<file path="src/rtl/common.sv">
// common: cache-bus types and arbiter constants shared across the cache subsystem
package common;
    typedef enum logic [2:0] {MSIZE1, MSIZE2, MSIZE4, MSIZE8} msize_t;
    typedef logic [7:0] mlen_t;
    localparam mlen_t MLEN1 = 8'd0;
    localparam mlen_t MLEN8 = 8'd7;
    localparam mlen_t MLEN16 = 8'd15;
    typedef struct packed {
        logic        valid;
        logic        is_write;
        msize_t      size;
        logic [63:0] addr;
        mlen_t       len;
        logic [1:0]  burst;
        logic [63:0] data;
        logic [7:0]  strobe;
    } cbus_req_t;
    typedef struct packed {
        logic        ready;
        logic        last;
        logic [63:0] data;
    } cbus_resp_t;
    typedef enum logic {ARB_IDLE, ARB_BUSY} arb_state_t;
    localparam int CBUS_ARB_INPUTS = 2;
endpackage

</file>
<file path="src/rtl/cbus_rr_select.sv">
// cbus_rr_select: combinational round-robin pick, first valid index after last
module cbus_rr_select #(
    parameter int N = 2,
    parameter int W = 1
) (
    input  logic [N-1:0] valid,
    input  logic [W-1:0] last,
    output logic         any,
    output logic [W-1:0] winner
);
    int best;
    // keep the valid index with the smallest distance past last
    always_comb begin
        any = 1'b0;
        winner = '0;
        best = N;
        for (int j = 0; j < N; j++) begin
            if (valid[j] && ((j + N - 1 - int'(last)) % N) < best) begin
                any = 1'b1;
                best = (j + N - 1 - int'(last)) % N;
                winner = W'(j);
            end
        end
    end
endmodule

</file>
<file path="src/rtl/cbus_arbiter.sv">
// cbus_arbiter: round-robin N-to-1 cache-bus arbiter holding one owner per transaction
module cbus_arbiter import common::*; #(
    parameter int NUM_INPUTS = CBUS_ARB_INPUTS
) (
    input  logic       clk,
    input  logic       reset,
    input  cbus_req_t  ireqs [NUM_INPUTS],
    output cbus_resp_t iresps [NUM_INPUTS],
    output cbus_req_t  oreq,
    input  cbus_resp_t oresp
);
    localparam int W = NUM_INPUTS > 1 ? $clog2(NUM_INPUTS) : 1;
    arb_state_t state, state_n;
    logic [W-1:0] sel, last, winner;
    logic [NUM_INPUTS-1:0] valids;
    logic any;
    for (genvar g = 0; g < NUM_INPUTS; g++) begin : g_valid
        assign valids[g] = ireqs[g].valid;
    end
    cbus_rr_select #(.N(NUM_INPUTS), .W(W)) u_rr (
        .valid (valids),
        .last  (last),
        .any   (any),
        .winner(winner)
    );
    // state, owner and round-robin pointer; a grant is only taken from IDLE
    always_ff @(posedge clk) begin
        if (reset) begin
            state <= ARB_IDLE;
            sel <= '0;
            last <= W'(NUM_INPUTS - 1);
        end else begin
            state <= state_n;
            if (state == ARB_IDLE && any) begin
                sel <= winner;
                last <= winner;
            end
        end
    end
    // ownership ends on the final beat or when the owner withdraws its request
    always_comb begin
        state_n = state;
        if (state == ARB_IDLE)
            state_n = any ? ARB_BUSY : ARB_IDLE;
        else if ((oresp.ready && oresp.last) || !ireqs[sel].valid)
            state_n = ARB_IDLE;
    end
    // connect the owner straight through; everyone else sees zeros
    always_comb begin
        oreq = state == ARB_BUSY ? ireqs[sel] : '0;
        for (int i = 0; i < NUM_INPUTS; i++)
            iresps[i] = (state == ARB_BUSY && int'(sel) == i) ? oresp : '0;
    end
endmodule
</file>
<file path="config.mk">
export PLATFORM = sky130hd
export DESIGN_NAME = cbus_arbiter
export DESIGN_NICKNAME = d
export VERILOG_FILES = /design/src/rtl/common.sv /design/src/rtl/cbus_rr_select.sv /design/src/rtl/cbus_arbiter.sv
export SDC_FILE = /design/constraint.sdc
export NUM_CORES = 1
export LEC_CHECK = 0
export ABC_AREA = 1
export BUFFER_PORTS_ARGS = -buffer_cell sky130_fd_sc_hd__buf_4
export CORE_AREA = 2 2 255 257
export DETAILED_ROUTE_END_ITERATION = 8
export DIE_AREA = 0 0 257 259
export SKIP_LAST_GASP = 1
export SLEW_MARGIN = 20
export SYNTH_ARGS = -nofsm -noshare
export SYNTH_HDL_FRONTEND = slang
export SYNTH_HIERARCHICAL = 1
export SYNTH_SLANG_ARGS = --single-unit
export TNS_END_PERCENT = 1
</file>
<file path="constraint.sdc">
create_clock -name clk -period 1 [get_ports clk]
set_input_delay 0.1 -clock clk [delete_from_list [all_inputs] [get_ports clk]]
set_output_delay 0.1 -clock clk [all_outputs]
set_load 0.005 [all_outputs]
</file>
Word-level counts from Yosys, hierarchy flattened
Index checks and enable logic that the tools add are counted.
{ "word_totals": {"wordCells": 34, "inputBits": 370, "output_inout_bits": 283, "reg_bits": 3} }
{ "classes": {"n_reduce_logical": 8, "mux": 13, "n_lt_le_gt_ge": 3, "bitwise_logic": 5, "add_sub_neg": 2} }
{ "ops": {"columns": ["op", "n"], "rows": [
  ["2-to-1 mux 151 bit", 4],
  ["2-to-1 mux 66 bit", 2],
  ["less-than comparator 2 x 32 -> 1 bit", 1],
  ["2-to-1 mux 32 bit", 1],
  ["logical AND 1 bit", 6],
  ["2-to-1 mux 1 bit", 6],
  ["less-than comparator 2 x 3 -> 1 bit, second input constant", 1],
  ["subtractor 2 x 1 -> 3 bit, first input constant", 1],
  ["bitwise AND 1 bit", 2],
  [">= comparator 2 bit, second input constant", 1],
  ["NOT 1 bit", 2],
  ["NOT 1 -> 2 bit", 1],
  ["subtractor 1 x 1 -> 2 bit, first input constant", 1],
  ["logical NOT 1 bit", 1],
  ["logical OR 1 bit", 1]
]} }

Logic depth before layout (Yosys ltp)
{ "logic_depth": {"depth_word": 10, "ltp_mapped": 7, "mapped_depth_nobuf": 5} }

Modules after synthesis
The synthesis kept the hierarchy.
{ "modules_own_cells": {"columns": ["mod", "area_per_inst_um2", "seq_area_each_um2", "cells_per_inst", "instances"], "rows": [
  ["cbus_arbiter", 3109.2, 60.1, 731, 1],
  ["cbus_rr_select", 15.0, 0.0, 3, 1]
]} }

Worst setup path before layout
No wires, ideal clock.
{ "synth_timing": {"path_kind": "flip-flop to output port", "start": "reg sel", "end": "out iresps[100] in the netlist's numbering", "path_buffers": 3, "required_time_ns": 0.900, "slack_ns": -0.071, "arrival_ns": 0.971, "path_stages_with_launch": 7, "path_cell_list": "dfxtp_1 -> buf_4 -> clkinv_2 -> nand2_1 -> buf_4 -> buf_6 -> nor2_1"} }
{ "synth_lines": {"columns": ["element", "line_no", "rtl"], "rows": [
  ["from (decl)", "cbus_arbiter.sv:14", "logic [W-1:0] sel, last, winner;"],
  ["from (signal assigned)", "cbus_arbiter.sv:35", "sel <= winner;"],
  ["to (decl)", "cbus_arbiter.sv:8", "output cbus_resp_t iresps [NUM_INPUTS],"]
]} }

==> results.txt <==
----------------------------------------------------
[Route]
  Met3 Routed Length ... 2.45 mm
  Initial detailed-routing violation count ... between 200 and 300
  Vias after detailed routing ... around 7200
  # DRC ... 0
  Wire length on met2 ... approximately 15 mm
  Average vias per placed instance ... about 3.2
  Max Used Layer ... met5
  Remaining antenna violation count ... 0
  Aggregate routed wire length ... between 20 and 30 mm
  Met1 wire length ... approximately 9.7 mm
  Drt first pass iters ... 5
  Drt wl/cell ... between 10 and 15 µm

[Synth]
  Primary flip-flop cell chosen by synthesis mapping ... dfxtp_1
  Synth cell types ... 14
  Avg Inst Size Synth ... about 4.3 µm²
  Synthesized flop and latch total ... 3
  Async set-or-reset flop fraction in the synthesized netlist ... 0%
  Number of synthesized flops with an enable pin ... 0
  Post-Syn Instances ... around 730
  Post-Synthesis Cell Area ... about 3100 µm²
  Syn_nets ... roughly 1100
  Proportion of synthesized chip area in sequential cells ... under 10%
  Yosys warnings ... 6

[STA]
  Setup TNS ... -132.74 ns
  Number of hold-slack violations in the final timing report ... 0
  Final setup viols ... about 290
  Maximum frequency from static timing analysis ... 0.636 GHz
  Clock period minus worst slack ... between 1.5 and 2 ns
  Worst Setup Slack, final ... -0.571 ns
  Tcrit/Tclk final ... 157%
  Setup repair after global routing missed its margin ... yes
  Rel. slew slack ... 81.2%
  Number of pins exceeding their max-slew limit in the final report ... 0
  Worst Skew ... 0.00809 ns
  Slew @ Worst Pin ... roughly 0.28 ns

[Floorplan]
  Number of primary I/O pins ... roughly 650
  Core area ... approximately 64000 µm²
  Vertical extent of the die ... 259 µm
  Initial core utilization ... 4.89%
  Row count ... 93
  Die area ... approximately 67000 µm²
  Die X ... roughly 260 µm

[Clock tree]
  Clock Sinks ... 3
  Insertion delay to the later sink of the worst-skew pair ... 0.23 ns
  Inserted Clock Buffers ... 3
  CTS tree ... built
  Clock edge transition at the registers on the reported setup and hold paths ... ~0.040 ns
  H-tree levels ... 1
  Clock Tree Buf Depth ... 2
  CTS Hold Bufs ... 0
  Root buf cell ... clkbuf_16

[Place]
  Total half-perimeter wirelength after legalization and detailed placement ... 24.7 mm
  Instance count after placement with tap cells included ... approximately 2300
  Gpl congestion ... 0.874
  Area after DPL ... 9580 µm²
  Placement-stage worst setup slack ... -0.450 ns
  Count of port buffers added during placement ... 652

[Hold path]
  Worst hold path depth ... 2
  Worst hold endpoint ... state$_SDFF_PP0_
  Class of the tightest hold or removal check ... input port to flop
  Beginning of the worst hold path ... reset

[Critical path]
  Data required time of the critical path ... 0.90 ns
  Startpoint-to-endpoint class of the critical path ... flop to output port
  Register-to-register setup slack ... -0.20 ns
  Arrival @ worst endpoint ... between 1 and 1.5 ns
  Critical path fanouts, max ... 28
  Number of cells traversed by the worst register-to-register path ... 7
  Worst R2R End ... state$_SDFF_PP0_
  Worst setup SP type ... flop
  Launch point of the worst reg-to-reg path ... sel$_SDFFE_PP0P_
  Category of the worst setup path capture point ... output port

[GRT]
  Largest net degree at the start of global routing ... 39
  Number of antenna violations at the first check in global routing ... 3
  Number of global-route vias before repair ... roughly 7000
  First-pass GRT wire length ... between 30 and 40 mm
  Overall routing resource usage ... under 10%
  Grt total ovfl ... 0

[Cells and area]
  Finished layout cell area ... ~9900 µm²
  Final #Nets ... around 1800
  Fraction of final layout cells with drive strength greater than 1 ... between 50% and 60%
  Area growth from synthesis to final layout ... 216%
  Fin util ... between 15 and 20%
  Finished Layout Cells ... ~2300

[Run status]
  Result of the run ... finished, violations left
  Violations in the final reports ... setup timing

[Pwr]
  Leak ... between 0.005 and 0.006 µW
  Worst supply voltage drop on vdd ... 0.354 mV
  Power per Cell Area ... 509 nW/µm²

[Run]
  Max capacitance violation total ... 0

----------------------------------------------------
## power by group
group	internal (µW)	total, µW	switching [µW]	leakage [µW]
logic	2410	4190	1780	0.00539
registers	131	149	17.9	0.0000259
clock network	531	684	153	0.0000382
## cell usage after synthesis (2+ instances only)
cell type	instances	share of area [%]
a21oi_1	154	25
buf_4	12	2.9
inv_1	67	8.0
nand3_1	2	0.32
buf_6	5	1.8
nand2_1	309	37
buf_2	28	4.5
dfxtp_1	3	1.9
nor2_1	132	16
clkbuf_1	18	2.2
## critical path: stages (launching register included)
cell and delay, ns:
dfxtp_4 0.42, buf_12 0.15, nand2_2 0.07, buf_12 0.16
nor2_1 0.25, buf_4 0.17
## layer usage
metal  vias to the layer above  global-route usage [%]
li1                       3603                       -
met1                      3139                    7.36
met2                       437                    14.8
met3                        44                    2.08
met4                         2                    3.63
met5                         -                       0
## worst max path at each step
| stage | start | to | cells past startpoint |
|---|---|---|---|
| final | sel$_SDFFE_PP0P_ | iresps[2] | 5 |
| after global routing | sel$_SDFFE_PP0P_ | oreq[13] | 5 |
| after CTS | sel$_SDFFE_PP0P_ | oreq[6] | 5 |
| after detailed placement | state$_SDFF_PP0_ | oreq[9] | 5 |
| after global placement | state$_SDFF_PP0_ | oreq[46] | 5 |
| after floorplan | state$_SDFF_PP0_ | oreq[130] | 4 |
## area by class of cell
class / count / area, µm²
Fill cell: 7427 / 54000
Timing Repair Buffer: 744 / 5860
Inverter: 69 / 274
Multi-Input combinational cell: 599 / 2520
Antenna cell: 1 / 2.50
Clock buffer: 4 / 78.8
Sequential cell: 3 / 65.1
Tap cell: 855 / 1070
## repair_timing
action,in CTS,in global routing
cloned,3,1
setup endpoints to repair,286,286
resized for setup,20,8
pin swaps,2,0
setup buffers,2,0
## through the flow
| stage | hold WS (ns) | total power (µW) |
|---|---|---|
| after floorplan | 0.169 | 1450 |
| after global placement | 0.285 | 4260 |
| after detailed placement | 0.290 | 4260 |
| after CTS | 0.0441 | 5110 |
| after global routing | 0.0582 | 5440 |
| final | 0.0457 | 5020 |
## cells in the final DEF (no fill, tap or decap), types with 5 or more instances in the layout
cell type / instances
buf_4: 719
nand2_1: 303
a21oi_1: 150
nor2_1: 119
inv_1: 67
nor2_2: 13
buf_12: 11
buf_6: 8
nand2_2: 5
## logic make-up after synthesis
kind of cell | after synthesis | synth area share [%]
AOI/OAI and AO/OA | 154 | 24.7
buffers and inverters | 132 | 19.7
DFF | 3 | 1.92
and+or+nand+nor | 445 | 53.7
## state kept, by name, indices dropped and copies added (netlist names)
| register | count |
|---|---|
| last | 1 |
| sel | 1 |
| state | 1 |
No activity file was read; power rests on OpenSTA's default activity.
